$ cat src/rtl/crc_pkg.sv
// Shared types and well-known CRC constants for the CRC frame engine family.
package crc_pkg;

    typedef enum logic [1:0] {
        IDLE = 2'd0,
        RUN  = 2'd1,
        DONE = 2'd2
    } crc_state_t;

    localparam logic [7:0]  CRC8_POLY_AB = 8'hAB;
    localparam logic [7:0]  CRC8_POLY_07 = 8'h07;
    localparam logic [15:0] CRC16_CCITT  = 16'h1021;
    localparam logic [31:0] CRC32_IEEE   = 32'h04C11DB7;
    localparam logic [31:0] CRC32_INIT   = 32'hFFFF_FFFF;
    localparam logic [31:0] CRC32_XOROUT = 32'hFFFF_FFFF;

endpackage

$ cat src/rtl/crc_frame_engine_if.sv
// Beat/result bundle between the data source (master) and the CRC frame engine (slave).
interface crc_frame_engine_if #(
    parameter int unsigned CRC_W  = 8,
    parameter int unsigned DATA_W = 1,
    parameter int unsigned CNT_W  = 16
);
    logic              ENABLE;
    logic              START;
    logic [DATA_W-1:0] DIN;
    logic              DVALID;
    logic              DLAST;
    logic [CRC_W-1:0]  CRC;
    logic [CRC_W-1:0]  CRC_OUT;
    logic              CRC_DONE;
    logic              RESIDUE_OK;
    logic              BUSY;
    logic [CNT_W-1:0]  BEAT_CNT;

    modport master (
        output ENABLE, START, DIN, DVALID, DLAST,
        input  CRC, CRC_OUT, CRC_DONE, RESIDUE_OK, BUSY, BEAT_CNT
    );

    modport slave (
        input  ENABLE, START, DIN, DVALID, DLAST,
        output CRC, CRC_OUT, CRC_DONE, RESIDUE_OK, BUSY, BEAT_CNT
    );

endinterface

$ cat src/rtl/crc_step_comb.sv
// Combinational DATA_W-bit CRC advance: applies one serial LFSR step per data bit.
module crc_step_comb #(
    parameter int unsigned      CRC_W  = 8,
    parameter int unsigned      DATA_W = 1,
    parameter logic [CRC_W-1:0] POLY   = 8'hAB
) (
    input  logic [CRC_W-1:0]  crc_in,
    input  logic [DATA_W-1:0] data,
    input  logic              reflect,
    output logic [CRC_W-1:0]  crc_out
);

    always_comb begin
        crc_out = crc_in;
        for (int unsigned i = 0; i < DATA_W; i++) begin
            // reflect selects LSB-first consumption of the beat
            if ((reflect ? data[i] : data[DATA_W-1-i]) ^ crc_out[CRC_W-1])
                crc_out = (crc_out << 1) ^ POLY;
            else
                crc_out = crc_out << 1;
        end
    end

endmodule

$ cat src/rtl/crc_frame_engine.sv
// Frame-aware CRC generator/checker with IDLE/RUN/DONE framing FSM.
// Define CRC_REFLECT_EN for LSB-first input and bit-reversed CRC_OUT.
module crc_frame_engine
    import crc_pkg::*;
#(
    parameter int unsigned      CRC_W   = 8,
    parameter int unsigned      DATA_W  = 1,
    parameter logic [CRC_W-1:0] POLY    = 8'hAB,
    parameter logic [CRC_W-1:0] INIT    = '0,
    parameter logic [CRC_W-1:0] XOROUT  = '0,
    parameter logic [CRC_W-1:0] RESIDUE = '0,
    parameter int unsigned      CNT_W   = 16
) (
    input  logic                BITSTRB,
    input  logic                CLEAR,
    crc_frame_engine_if.slave   bus
);

`ifdef CRC_REFLECT_EN
    localparam logic REFLECT = 1'b1;
`else
    localparam logic REFLECT = 1'b0;
`endif

    crc_state_t       state_q, state_d;
    logic [CRC_W-1:0] crc_q, crc_d;
    logic [CRC_W-1:0] out_q, out_d;
    logic             rok_q, rok_d;
    logic [CNT_W-1:0] cnt_q, cnt_d;

    logic             accept;
    logic             last_beat;
    logic [CRC_W-1:0] base;
    logic [CRC_W-1:0] step_out;
    logic [CRC_W-1:0] final_out;
    logic [CNT_W-1:0] cnt_base;

    // START re-seeds the register in the same cycle its beat is folded in
    assign accept    = bus.ENABLE & bus.DVALID & ((state_q == RUN) | bus.START);
    assign last_beat = accept & bus.DLAST;
    assign base      = bus.START ? INIT : crc_q;
    assign cnt_base  = bus.START ? '0 : cnt_q;

    crc_step_comb #(
        .CRC_W  (CRC_W),
        .DATA_W (DATA_W),
        .POLY   (POLY)
    ) u_step (
        .crc_in  (base),
        .data    (bus.DIN),
        .reflect (REFLECT),
        .crc_out (step_out)
    );

`ifdef CRC_REFLECT_EN
    always_comb begin
        final_out = '0;
        for (int unsigned i = 0; i < CRC_W; i++)
            final_out[i] = step_out[CRC_W-1-i];
        final_out = final_out ^ XOROUT;
    end
`else
    assign final_out = step_out ^ XOROUT;
`endif

    always_comb begin
        state_d = state_q;
        crc_d   = crc_q;
        cnt_d   = cnt_q;
        out_d   = out_q;
        rok_d   = rok_q;
        if (bus.ENABLE) begin
            if (bus.START) begin
                crc_d = INIT;
                cnt_d = '0;
            end
            if (accept) begin
                crc_d = step_out;
                cnt_d = (&cnt_base) ? cnt_base : cnt_base + 1'b1;
            end
            if (last_beat) begin
                out_d = final_out;
                rok_d = (step_out == RESIDUE);
            end
            if (bus.START) begin
                state_d = last_beat ? DONE : RUN;
            end else begin
                unique case (state_q)
                    RUN:     if (last_beat) state_d = DONE;
                    DONE:    state_d = IDLE;
                    default: state_d = state_q;
                endcase
            end
        end
    end

    always_ff @(posedge BITSTRB) begin
        if (CLEAR) begin
            state_q <= IDLE;
            crc_q   <= INIT;
            out_q   <= '0;
            rok_q   <= 1'b0;
            cnt_q   <= '0;
        end else begin
            state_q <= state_d;
            crc_q   <= crc_d;
            out_q   <= out_d;
            rok_q   <= rok_d;
            cnt_q   <= cnt_d;
        end
    end

    assign bus.CRC        = crc_q;
    assign bus.CRC_OUT    = out_q;
    assign bus.CRC_DONE   = (state_q == DONE);
    assign bus.RESIDUE_OK = rok_q;
    assign bus.BUSY       = (state_q == RUN);
    assign bus.BEAT_CNT   = cnt_q;

endmodule

$ cat src/flat_wrapper.sv
// flat-port wrapper written by rule: the top's interface ports become plain ports
module crc_frame_engine_flat import crc_pkg::*;
#(
    parameter int unsigned      CRC_W   = 8,
    parameter int unsigned      DATA_W  = 1,
    parameter logic [CRC_W-1:0] POLY    = 8'hAB,
    parameter logic [CRC_W-1:0] INIT    = '0,
    parameter logic [CRC_W-1:0] XOROUT  = '0,
    parameter logic [CRC_W-1:0] RESIDUE = '0,
    parameter int unsigned      CNT_W   = 16
)
  (BITSTRB, CLEAR, bus_ENABLE, bus_START, bus_DIN, bus_DVALID, bus_DLAST, bus_CRC, bus_CRC_OUT, bus_CRC_DONE, bus_RESIDUE_OK, bus_BUSY, bus_BEAT_CNT);
  crc_frame_engine_if #(.CRC_W(CRC_W), .DATA_W(DATA_W), .CNT_W(CNT_W)) bus_i ();
  input  logic BITSTRB;
  input  logic CLEAR;
  input wire logic [$bits(bus_i.ENABLE)-1:0] bus_ENABLE;
  input wire logic [$bits(bus_i.START)-1:0] bus_START;
  input wire logic [$bits(bus_i.DIN)-1:0] bus_DIN;
  input wire logic [$bits(bus_i.DVALID)-1:0] bus_DVALID;
  input wire logic [$bits(bus_i.DLAST)-1:0] bus_DLAST;
  output wire logic [$bits(bus_i.CRC)-1:0] bus_CRC;
  output wire logic [$bits(bus_i.CRC_OUT)-1:0] bus_CRC_OUT;
  output wire logic [$bits(bus_i.CRC_DONE)-1:0] bus_CRC_DONE;
  output wire logic [$bits(bus_i.RESIDUE_OK)-1:0] bus_RESIDUE_OK;
  output wire logic [$bits(bus_i.BUSY)-1:0] bus_BUSY;
  output wire logic [$bits(bus_i.BEAT_CNT)-1:0] bus_BEAT_CNT;
  assign bus_i.ENABLE = bus_ENABLE;
  assign bus_i.START = bus_START;
  assign bus_i.DIN = bus_DIN;
  assign bus_i.DVALID = bus_DVALID;
  assign bus_i.DLAST = bus_DLAST;
  assign bus_CRC = bus_i.CRC;
  assign bus_CRC_OUT = bus_i.CRC_OUT;
  assign bus_CRC_DONE = bus_i.CRC_DONE;
  assign bus_RESIDUE_OK = bus_i.RESIDUE_OK;
  assign bus_BUSY = bus_i.BUSY;
  assign bus_BEAT_CNT = bus_i.BEAT_CNT;
  crc_frame_engine #(.CRC_W(CRC_W), .DATA_W(DATA_W), .POLY(POLY), .INIT(INIT), .XOROUT(XOROUT), .RESIDUE(RESIDUE), .CNT_W(CNT_W)) u_core (.BITSTRB(BITSTRB), .CLEAR(CLEAR), .bus(bus_i));
endmodule
$ cat config.mk
export PLATFORM = sky130hd
export DESIGN_NAME = crc_frame_engine_flat
export DESIGN_NICKNAME = d
export VERILOG_FILES = /design/src/rtl/crc_pkg.sv /design/src/rtl/crc_frame_engine_if.sv /design/src/rtl/crc_step_comb.sv /design/src/rtl/crc_frame_engine.sv /design/src/flat_wrapper.sv
export SDC_FILE = /design/constraint.sdc
export NUM_CORES = 1
export LEC_CHECK = 0
export ABC_AREA = 1
export BUFFER_PORTS_ARGS = -buffer_cell sky130_fd_sc_hd__buf_4
export CORE_ASPECT_RATIO = 0.6
export CORE_UTILIZATION = 54
export CTS_CLUSTER_SIZE = 40
export DETAILED_ROUTE_END_ITERATION = 8
export GPL_TIMING_DRIVEN = 1
export PLACE_DENSITY = 0.86
export SKIP_LAST_GASP = 1
export SLEW_MARGIN = 30
export SYNTH_ARGS = -nofsm -noshare
export SYNTH_HDL_FRONTEND = slang
export SYNTH_SLANG_ARGS = --single-unit
$ cat constraint.sdc
create_clock -name BITSTRB -period 2.5 [get_ports BITSTRB]
set_input_delay 0.5 -clock BITSTRB [delete_from_list [all_inputs] [get_ports BITSTRB]]
set_output_delay 0.5 -clock BITSTRB [all_outputs]
set_load 0.02 [all_outputs]
==> results of run 1 <==
Yosys cell counts:
| master | n |
|---|---|
| a21oi_1 | 30 |
| a31oi_1 | 2 |
| and2_1 | 1 |
| buf_2 | 3 |
| buf_4 | 2 |
| buf_6 | 2 |
| clkbuf_1 | 3 |
| clkinv_1 | 1 |
| dfxtp_1 | 35 |
| ha_1 | 2 |
| inv_1 | 41 |
| inv_2 | 4 |
| nand2_1 | 61 |
| nand2_2 | 3 |
| nand2_4 | 1 |
| nand3_1 | 27 |
| nand3_2 | 1 |
| nand3_4 | 1 |
| nand3b_1 | 4 |
| nand4_1 | 5 |
| nand4_2 | 1 |
| nor2_1 | 40 |
| nor2_2 | 4 |
| nor2_4 | 1 |
| nor3_1 | 6 |
| nor4_1 | 3 |
| o211ai_1 | 2 |
| o21ai_0 | 15 |
| o21ai_1 | 2 |
| or2_0 | 1 |
| xnor2_1 | 2 |
path summary, 6_finish.rpt:
check                                       startpoint                     end  depth (start not counted)
worst max-delay path                         bus_START       u_core.state_q[1]                         10
worst max register to register  u_core.bus.BEAT_CNT[1]  u_core.bus.BEAT_CNT[2]                         12
worst min-delay path                 u_core.state_q[1]       u_core.state_q[1]                          2
worst min register to register       u_core.state_q[1]       u_core.state_q[1]                          2
final cells by class:
cell class	count	area, um^2	share of cell area [%]
clock buffers	6	82.58	3.479
clock inverters	1	5.005	0.2109
inverters	46	172.7	7.275
multi-input cells	215	1049	44.18
flip-flops and latches	35	700.7	29.52
well taps	45	56.30	2.372
repair buffers	41	307.8	12.97
state kept, by name, summed over array words and instances, names as in the netlist:
name                   cells
u_core.state_q             2
u_core.bus.RESIDUE_OK      1
u_core.bus.CRC             8
u_core.bus.CRC_OUT         8
u_core.bus.BEAT_CNT       16
per-stage QoR:
stage / hold slack, ns / util (%) / total power, mW / setup WS (ns)
6_report: 0.4618 / 70.16 / 1.147 / 0.5171
5_1_grt: 0.4801 / 70.16 / 1.188 / 0.3661
4_1_cts: 0.4624 / 70.16 / 1.150 / 0.5562
3_5_place_dp: 0.4520 / 67.57 / 0.7336 / 0.2534
3_3_place_gp: 0.4498 / 67.57 / 0.7310 / 0.2834
2_1_floorplan: 0.4392 / - / 0.6869 / 0.5721
worst max-delay path: cells and delay by family:
| family | cells | cell delay, ns |
|---|---|---|
| buffers and inverters | 3 | 0.67 |
| and+or+nand+nor | 5 | 0.76 |
| AOI/OAI and AO/OA | 2 | 0.27 |
metal layers:
layer  part of all wire (%)  routed length, um
met1                     49               2547
met4                   0.93                 49
met3                     10                549
met5                      0                  0
met2                     40               2098
power by group through the flow:
stage / logic, mW / clock network [mW] / registers [mW]
global route: 0.156 / 0.450 / 0.583
CTS: 0.141 / 0.429 / 0.581
floorplan: 0.0807 / 0 / 0.606
finish: 0.142 / 0.424 / 0.581
detailed placement: 0.140 / 0 / 0.594
global placement: 0.138 / 0 / 0.593
kinds of logic after synthesis:
kind of cell	Yosys count	share of synthesized area, %
AND/OR/NAND/NOR	160	37.43
buffers and inverters	56	11.91
AO/OA/AOI/OAI	51	13.23
flip-flops	35	35.29
XOR/XNOR	2	0.8823
adder cells (fa/ha/maj)	2	1.260
==> impl_metrics.csv, run 1 <==
group,metric,value,unit
outcome,status,"completed",
global_routing,use_met3,7.477,%
global_routing,grt-ovfl-total,0,
sta,setup_tns,0,ns
detailed_routing,detail-route-antenna-nets,0,
finish,drive_above_1_share,18.60,%
cts,cts_made_buffers,5,
sta,min_period,1.983,ns
critical_path,path_class,"input port to register",
pwr,pwr-share-comb,12.4,%
finish,stdcell_count,389,
pwr,pwr-share-clk,36.9,%
cts,cts.htree.levels,2,
logic_synthesis,postSynthCellCount,306,
placed_design,dp.cells,382,
finish,num-fill-cells,312,
detailed_routing,first_iter_violations,203,
global_routing,use_met1,43.09,%
global_routing,grtUsageTotal,28.79,%
floorplan,die_w,80.29,um
global_routing,gr-usage-met2,39.74,%
logic_synthesis,yosysWarnings,0,
detailed_routing,drt_wl_total,5.246,mm
critical_path,critPathMaxFanout,17,
logic_synthesis,synth.largest_area_cell,"dfxtp_1",
critical_path,cp.arrival,2.20,ns
critical_path,start_kind,"input port",
sta,slew_headroom,62.33,%
cts,clock_path_buffers,2,
cts,ctsResizeCount,0,
global_routing,grt.busiest_layer,"met1",
floorplan,dieArea,3932,um^2
run,maxCapViolCount,0,
cts,clkLatencyLatePin,0.29,ns
critical_path,required,2.72,ns
floorplan,row_count,16,
placed_design,placed_area,2286,um^2
floorplan,core-area,3383,um^2
logic_synthesis,syn_area_per_cell,6.489,um^2
pwr,power.switching,0.3136,mW
detailed_routing,wl_per_cell,13.49,um
finish,layout_common_cells,"nand2_1, inv_1, buf_4",
logic_synthesis,synth_seq_area_share,35.29,%
sta,slew_violations,0,
logic_synthesis,synth_cell_types,31,
finish,synthToLayoutAreaGrowth,19.53,%
placed_design,dp_hpwl,3.860,mm
placed_design,port-buffer-count,41,
logic_synthesis,netlist_area,1986,um^2
pwr,leakagePower,1.062,nW
sta,finalClockSkew,0.006679,ns
sta,finalHoldViolations,0,
floorplan,ios,42,
sta,period_share,79.32,%
cts,postCtsSetupBuffers,0,
floorplan,die_y,48.97,um
pwr,swShare,27.34,%
critical_path,regToRegSetupSlack,0.54,ns
detailed_routing,viasPerCell,5.432,
cts,cts_hold_buf,0,
logic_synthesis,synthesis.nets,315,
critical_path,cp_slowest_cell,"nand2_1",
global_routing,antenna_found_initial,0,
sta,rsz0062_at_grt,"no",
cts,cts_tree,"built",
critical_path,cp-end-kind,"register",
pwr,vdd_drop_max,0.3624,mV
logic_synthesis,synth_top_area_share,35.29,%
logic_synthesis,ys_top_cells_by_area,"dfxtp_1, nand2_1, inv_1",
sta,setup_violations,0,
detailed_routing,num_vias,2113,
min_path,hold_path.class,"register to register",
pwr,seqPwrFrac,50.7,%
detailed_routing,drt_pre_antenna_iters,5,
critical_path,worstPathCellList,"buf_4 -> inv_2 -> nand2_1 -> nand2_1 -> inv_2 -> nand2_2 -> nor2_1 -> o21ai_1 -> nand2_1 -> a21oi_1",
cts,clockRootBuffer,"clkbuf_8",
global_routing,grt_max_degree,20,
global_routing,grt_pass1_vias,1701,
finish,final_nets,353,
cts,clkSinkCount,35,
placed_design,place.gp.congestion,0.9483,
sta,max_freq,504.3,MHz
finish,diodes,0,
sta,worst-slew-pin-transition,0.5644,ns
pwr,internal-power,0.8335,mW
pwr,p_per_area,483.3,nW/um^2
finish,final_common_cell,"nand2_1",
critical_path,slowest_delay,0.32,ns
floorplan,initial_core_util,58.69,%
logic_synthesis,ys_seq_elements,35,
finish,fin_area,2374,um^2
cts,cts.reportedPaths.clkPinSlew,0.07,ns
detailed_routing,drc,0,
global_routing,grt_pass1_wl,8.459,mm
critical_path,cp_common_cell,"nand2_1",
(Power assumes the default switching activity.)
==> run 2: changes to the inputs <==
Settings changed: ABC_AREA 1 to 0, CORE_UTILIZATION 54 to 48, PLACE_DENSITY 0.86 to 0.82.
Clock period 2.5 ns to 1.8 ns, I/O delays scaled along.
==> run 2 against run 1 <==
- power rose by 49%
- flip-flop and latch count did not move
- core utilization rose by 1.7 points
- worst hold slack got worse by 0.056 ns
- design area rose by 12%
- die area rose by 5.5%
- cell count fell by 10%
- critical path depth fell by 3
- largest power group unchanged
==> impl_metrics.csv, run 2 <==
group,metric,value,unit
outcome,status,"completed",
logic_synthesis,synth_seq_area_share,37.56,%
placed_design,dp.cells,341,
sta,rsz0062_at_grt,"yes",
logic_synthesis,synth.largest_area_cell,"dfxtp_1",
pwr,p_per_area,642.3,nW/um^2
detailed_routing,detail-route-antenna-nets,0,
cts,cts_hold_buf,0,
logic_synthesis,synth_commonest_cells,"dfxtp_1, nor2_1, nand2_1",
logic_synthesis,syn_area_per_cell,8.146,um^2
finish,layout_common_cells,"buf_4, nor2_1, dfxtp_1",
global_routing,grt_pass1_wl,8.659,mm
floorplan,row_count,17,
logic_synthesis,synth_ff_type,"dfxtp_1",
finish,stdcell_count,349,
finish,synthToLayoutAreaGrowth,42.59,%
sta,fin_hold_ws,0.4054,ns
logic_synthesis,synth_cell_types,46,
detailed_routing,drt_wl_total,5.409,mm
logic_synthesis,post-synth-top-count-cell,"dfxtp_1",
cts,cts_made_buffers,5,
global_routing,use_met1,44.42,%
global_routing,use_met3,7.091,%
floorplan,dieArea,4148,um^2
floorplan,ios,42,
detailed_routing,first_iter_violations,132,
logic_synthesis,yosysWarnings,0,
global_routing,grtUsageTotal,28.23,%
cts,cts.reportedPaths.clkPinSlew,0.08,ns
cts,clkLatencyLatePin,0.29,ns
detailed_routing,wl_per_cell,15.50,um
finish,fin_util,71.87,%
logic_synthesis,async_reset_ff_share,0,%
critical_path,path_class,"register to register",
cts,cts_tree,"built",
global_routing,grt-ovfl-total,0,
sta,finalHoldViolations,0,
finish,diodes,0,
sta,max_freq,568.3,MHz
sta,slew_headroom,67.75,%
pwr,leakagePower,1.065,nW
min_path,hold_path.class,"input port to register",
critical_path,crit_end,"u_core.bus.BEAT_CNT[14]",
detailed_routing,viasPerCell,5.630,
global_routing,gr-usage-met2,37.33,%
global_routing,antenna_found_initial,0,
cts,cts.htree.levels,2,
finish,largest_reg_flops,16,
sta,setup_violations,0,
global_routing,grt_pass1_vias,1722,
logic_synthesis,netlist_area,1866,um^2
logic_synthesis,ys_seq_elements,35,
placed_design,place_ws,-0.2770,ns
floorplan,core-area,3701,um^2
logic_synthesis,postSynthCellCount,229,
cts,clkSinkCount,35,
sta,worst-slew-pin-transition,0.4825,ns
logic_synthesis,synth_top_area_share,37.56,%
sta,setup_ws,0.04039,ns
critical_path,cp-startpoint,"u_core.bus.BEAT_CNT[0]",
critical_path,rr_endpoint,"u_core.bus.BEAT_CNT[14]",
finish,final_common_cell,"buf_4",
sta,min_period,1.760,ns
placed_design,port-buffer-count,41,
cts,clockRootBuffer,"clkbuf_8",
critical_path,cp.arrival,1.93,ns
floorplan,initial_core_util,50.41,%
sta,period_share,97.76,%
finish,num-fill-cells,294,
detailed_routing,drt_pre_antenna_iters,4,
finish,drive_above_1_share,36.42,%
global_routing,grt_max_degree,38,
critical_path,start_kind,"register",
critical_path,cp-end-kind,"register",
critical_path,timing.rr.start,"u_core.bus.BEAT_CNT[0]",
critical_path,regToRegSetupSlack,0.04,ns
sta,slew_violations,0,
logic_synthesis,synth_edf_count,0,
logic_synthesis,ys_top_cells_by_area,"dfxtp_1, nor2_1, nand2_1",
global_routing,grt.busiest_layer,"met1",
cts,clock_path_buffers,2,
run,maxCapViolCount,0,
pwr,vdd_drop_max,0.5173,mV
floorplan,die_w,82.49,um
floorplan,die_y,50.29,um
placed_design,dp_hpwl,3.953,mm
detailed_routing,drc,0,
sta,finalClockSkew,0.01091,ns
critical_path,critPathMaxFanout,3,
placed_design,place.gp.congestion,0.9585,
finish,final_nets,310,
critical_path,reg2regPathDepth,7,
critical_path,required,1.97,ns
detailed_routing,num_vias,1965,
logic_synthesis,synthesis.nets,238,
==> run 2: cell count changes in the layout (fill, tap and decap cells not counted), moves of 7 or more <==
cell and change:
nand3_1 -22, a21oi_1 -15, inv_1 -38, xnor2_1 +8, nor2_1 -10, o21ai_0 -7, buf_4 +37, nand2_1 -34
==> run 2: repair_timing <==
item                       4_1_cts  5_1_grt
gates resized for setup          1       16
setup endpoints to repair        2       19
pin swaps                        0        0
hold endpoints to repair         0        0
setup buffers                    0        0
==> run 2: kinds of logic after synthesis <==
family	share of synthesized area (%)
muxes	0.5366
adders and majority gates	1.341
xor gates and xnor gates	6.975
DFF	37.56
AOI/OAI and AO/OA	18.71
buffers and inverters	3.890
and+or+nand+nor	30.99
==> run 2: area by class of cell <==
| cell class | instances | area [um^2] | area share, % |
|---|---|---|---|
| Clock inverter | 3 | 43.79 | 1.646 |
| Timing Repair Buffer | 78 | 585.6 | 22.01 |
| Inverter | 4 | 17.52 | 0.6585 |
| Sequential cell | 35 | 708.2 | 26.62 |
| Multi-Input combinational cell | 177 | 1177 | 44.26 |
| Tap cell | 47 | 58.81 | 2.211 |
| Clock buffer | 5 | 68.82 | 2.587 |
==> run 2: worst min path at each step <==
stage | startpoint | to | slack (ns) | cells past startpoint
floorplan | u_core.state_q[1] | u_core.state_q[1] | 0.50 | 2
global placement | u_core.bus.CRC_OUT[3] | u_core.bus.CRC_OUT[3] | 0.44 | 2
detailed placement | u_core.bus.CRC_OUT[5] | u_core.bus.CRC_OUT[5] | 0.45 | 2
finish | bus_DIN | u_core.bus.CRC[7] | 0.41 | 3
global route | bus_DIN | u_core.bus.CRC[7] | 0.44 | 3
CTS | bus_DIN | u_core.bus.CRC[7] | 0.40 | 3
==> run 2: metrics by stage <==
stage / power, mW / setup TNS, ns / cell area, um^2
floorplan: 0.9278 / -1.417 / 1928
global placement: 0.9945 / -1.838 / 2485
detailed placement: 0.9977 / -3.057 / 2485
CTS: 1.711 / -0.004624 / 2601
global route: 1.773 / -0.1070 / 2660
finish: 1.709 / 0 / 2660
==> run 2: report_power, final <==
part,switching [mW],internal [mW]
combinational,0.111,0.0802
sequential,0.0125,0.786
clock,0.307,0.412
==> run 2: routing by layer <==
layer,up-vias,wire (um)
met5,-,0
li1,961,-
met4,0,46
met2,66,2301
met3,6,408
met1,932,2653
==> run 2: critical path: stages, from the launching register on <==
cell	delay, ns
dfxtp_2	0.34
nor2b_4	0.15
ha_4	0.16
inv_4	0.05
or4b_4	0.52
nor4_4	0.19
xor2_1	0.17
nor2_1	0.06
==> run 3: changes to the inputs <==
Settings changed: CORE_UTILIZATION 48 to 49, SYNTH_HIERARCHICAL set to 1.
==> run 3 against run 2 <==
- the run now ends with setup timing left
- non-clock buffer count up 2
- maximum frequency shrank 2.3%
- synthesized cell count rose by 5.7%
- sequential power down 0.8%
- cell count grew 2.9%
- die area up 6.9%
- via count grew 8.7%
- global-route usage up 0.55 points
- clock power is 1% higher
- register-to-register slack worse by 0.04 ns
==> impl_metrics.csv, run 3 <==
group,metric,value,unit
critical_path,worstPathCellList,"nor2b_4 -> ha_4 -> nand2_4 -> a2111o_1 -> or3_1 -> o221ai_2",
placed_design,dp.cells,349,
cts,cts.reportedPaths.clkPinSlew,0.08,ns
detailed_routing,viasPerCell,5.950,
pwr,totalPowerFinal,1.749,mW
logic_synthesis,netlist_area,2041,um^2
critical_path,cp-end-kind,"register",
logic_synthesis,synthesis.nets,250,
sta,min_period,1.800,ns
global_routing,grt_max_degree,48,
min_path,whs_path_depth,2,
critical_path,cpLargestDelayFamily,"simple AND/OR/NAND/NOR gates",
detailed_routing,first_iter_violations,245,
critical_path,reg2regPathDepth,6,
placed_design,place.gp.congestion,0.9075,
finish,largest_reg_flops,16,
sta,finalHoldViolations,0,
critical_path,path_class,"register to register",
finish,fin_area,2820,um^2
sta,rsz0062_at_grt,"yes",
critical_path,required,2.01,ns
detailed_routing,drt_wl_total,5.994,mm
floorplan,initial_core_util,53.30,%
detailed_routing,drt_pre_antenna_iters,5,
detailed_routing,num_vias,2136,
cts,clkSinkCount,35,
finish,layout_common_cells,"buf_4, nand2_1, dfxtp_1",
cts,clockRootBuffer,"clkbuf_8",
sta,finalClockSkew,0.007286,ns
cts,cts.htree.levels,2,
critical_path,slowest_delay,0.43,ns
sta,setup_violations,1,
outcome,violations,"setup timing",
cts,clock_path_buffers,2,
min_path,hp-start,"bus_DLAST",
sta,slew_violations,0,
detailed_routing,detail-route-antenna-nets,0,
logic_synthesis,postSynthCellCount,242,
sta,slew_headroom,66.75,%
floorplan,row_count,17,
detailed_routing,drc,0,
finish,final_common_cell,"buf_4",
critical_path,rr_endpoint,"u_core/bus.BEAT_CNT[14]",
critical_path,timing.rr.start,"u_core/bus.BEAT_CNT[0]",
sta,setup_ws,-0.0004501,ns
critical_path,start_kind,"register",
pwr,vdd_drop_max,0.4337,mV
critical_path,crit_buf_inv,0,
global_routing,grtUsageTotal,28.78,%
floorplan,core-area,3829,um^2
finish,drive_above_1_share,37.82,%
sta,max_freq,555.4,MHz
cts,cts_tree,"built",
finish,num-fill-cells,289,
run,maxCapViolCount,0,
placed_design,dp_hpwl,4.144,mm
min_path,min_to,"u_core/state_q[0]",
sta,fin_hold_ws,0.2867,ns
placed_design,port-buffer-count,41,
cts,cts_made_buffers,5,
global_routing,grt_pass1_vias,1991,
min_path,hold_path.class,"input port to register",
floorplan,die_w,85.32,um
floorplan,dieArea,4436,um^2
logic_synthesis,yosysWarnings,6,
finish,stdcell_count,359,
placed_design,placed_area,2618,um^2
floorplan,ios,42,
outcome,status,"finished with violations",
critical_path,cp_slowest_cell,"a2111o_1",
critical_path,critPathMaxFanout,6,
floorplan,die_y,51.99,um
finish,synthToLayoutAreaGrowth,38.20,%
logic_synthesis,syn_area_per_cell,8.433,um^2
pwr,p_per_area,620.3,nW/um^2
cts,clkLatencyLatePin,0.29,ns
finish,final_nets,319,
sta,period_share,100.0,%
global_routing,grt_pass1_wl,9.591,mm
pwr,leakagePower,1.228,nW
critical_path,cp.arrival,2.01,ns
detailed_routing,wl_per_cell,16.70,um
sta,worst-slew-pin-transition,0.4910,ns
finish,diodes,0,
global_routing,antenna_found_initial,0,
global_routing,grt-ovfl-total,0,
critical_path,regToRegSetupSlack,-0.0005,ns
run 3: area by class of cell:
| cell class | count | area, um^2 | share of cell area (%) |
|---|---|---|---|
| Clock buffer | 5 | 68.82 | 2.440 |
| Clock inverter | 3 | 43.79 | 1.553 |
| Inverter | 7 | 26.28 | 0.9317 |
| Multi-Input combinational cell | 182 | 1315 | 46.63 |
| Sequential cell | 35 | 706.9 | 25.07 |
| Tap cell | 47 | 58.81 | 2.085 |
| Timing Repair Buffer | 80 | 600.6 | 21.30 |
run 3: power breakdown:
group / internal (mW) / total [mW] / switching, mW
clock network: 0.413 / 0.729 / 0.316
logic: 0.0977 / 0.228 / 0.130
registers: 0.785 / 0.793 / 0.00745
total: 1.30 / 1.75 / 0.454
run 3: how the worst max path moves through the flow:
stage / from / to / cells past startpoint / slack (ns)
6_report: u_core/bus.BEAT_CNT[0] / u_core/bus.BEAT_CNT[14] / 6 / -0.0005
5_1_grt: u_core/bus.BEAT_CNT[0] / u_core/bus.BEAT_CNT[14] / 6 / -0.04
4_1_cts: u_core/bus.BEAT_CNT[0] / u_core/bus.BEAT_CNT[14] / 6 / 0.02
3_5_place_dp: bus_START / u_core/bus.RESIDUE_OK / 7 / -0.25
3_3_place_gp: bus_START / u_core/bus.RESIDUE_OK / 7 / -0.21
2_1_floorplan: bus_START / u_core/bus.BEAT_CNT[14] / 8 / -0.13
run 3: timing repair:
item,4_1_cts,5_1_grt
endpoints found under the setup margin,2,10
setup buffers,0,2
resized for setup,2,21
hold buffers,0,0
cloned,0,0
pin swaps,0,11
run 3: metrics by stage:
step                setup WS (ns)  util (%)  setup TNS, ns
floorplan                 -0.1302         -        -0.3516
global placement          -0.2121     68.37        -0.4844
detailed placement        -0.2466     68.37         -1.045
CTS                       0.02220     71.54              0
global route             -0.04032     73.66        -0.1446
finish                 -0.0004501     73.66     -0.0004501
run 3: metal layers:
layer  GRT usage (%)  part of all wire [%]
met3           6.032                   7.3
met1           39.63                    48
met5               0                     0
met2           44.49                    44
met4           11.67                  0.48
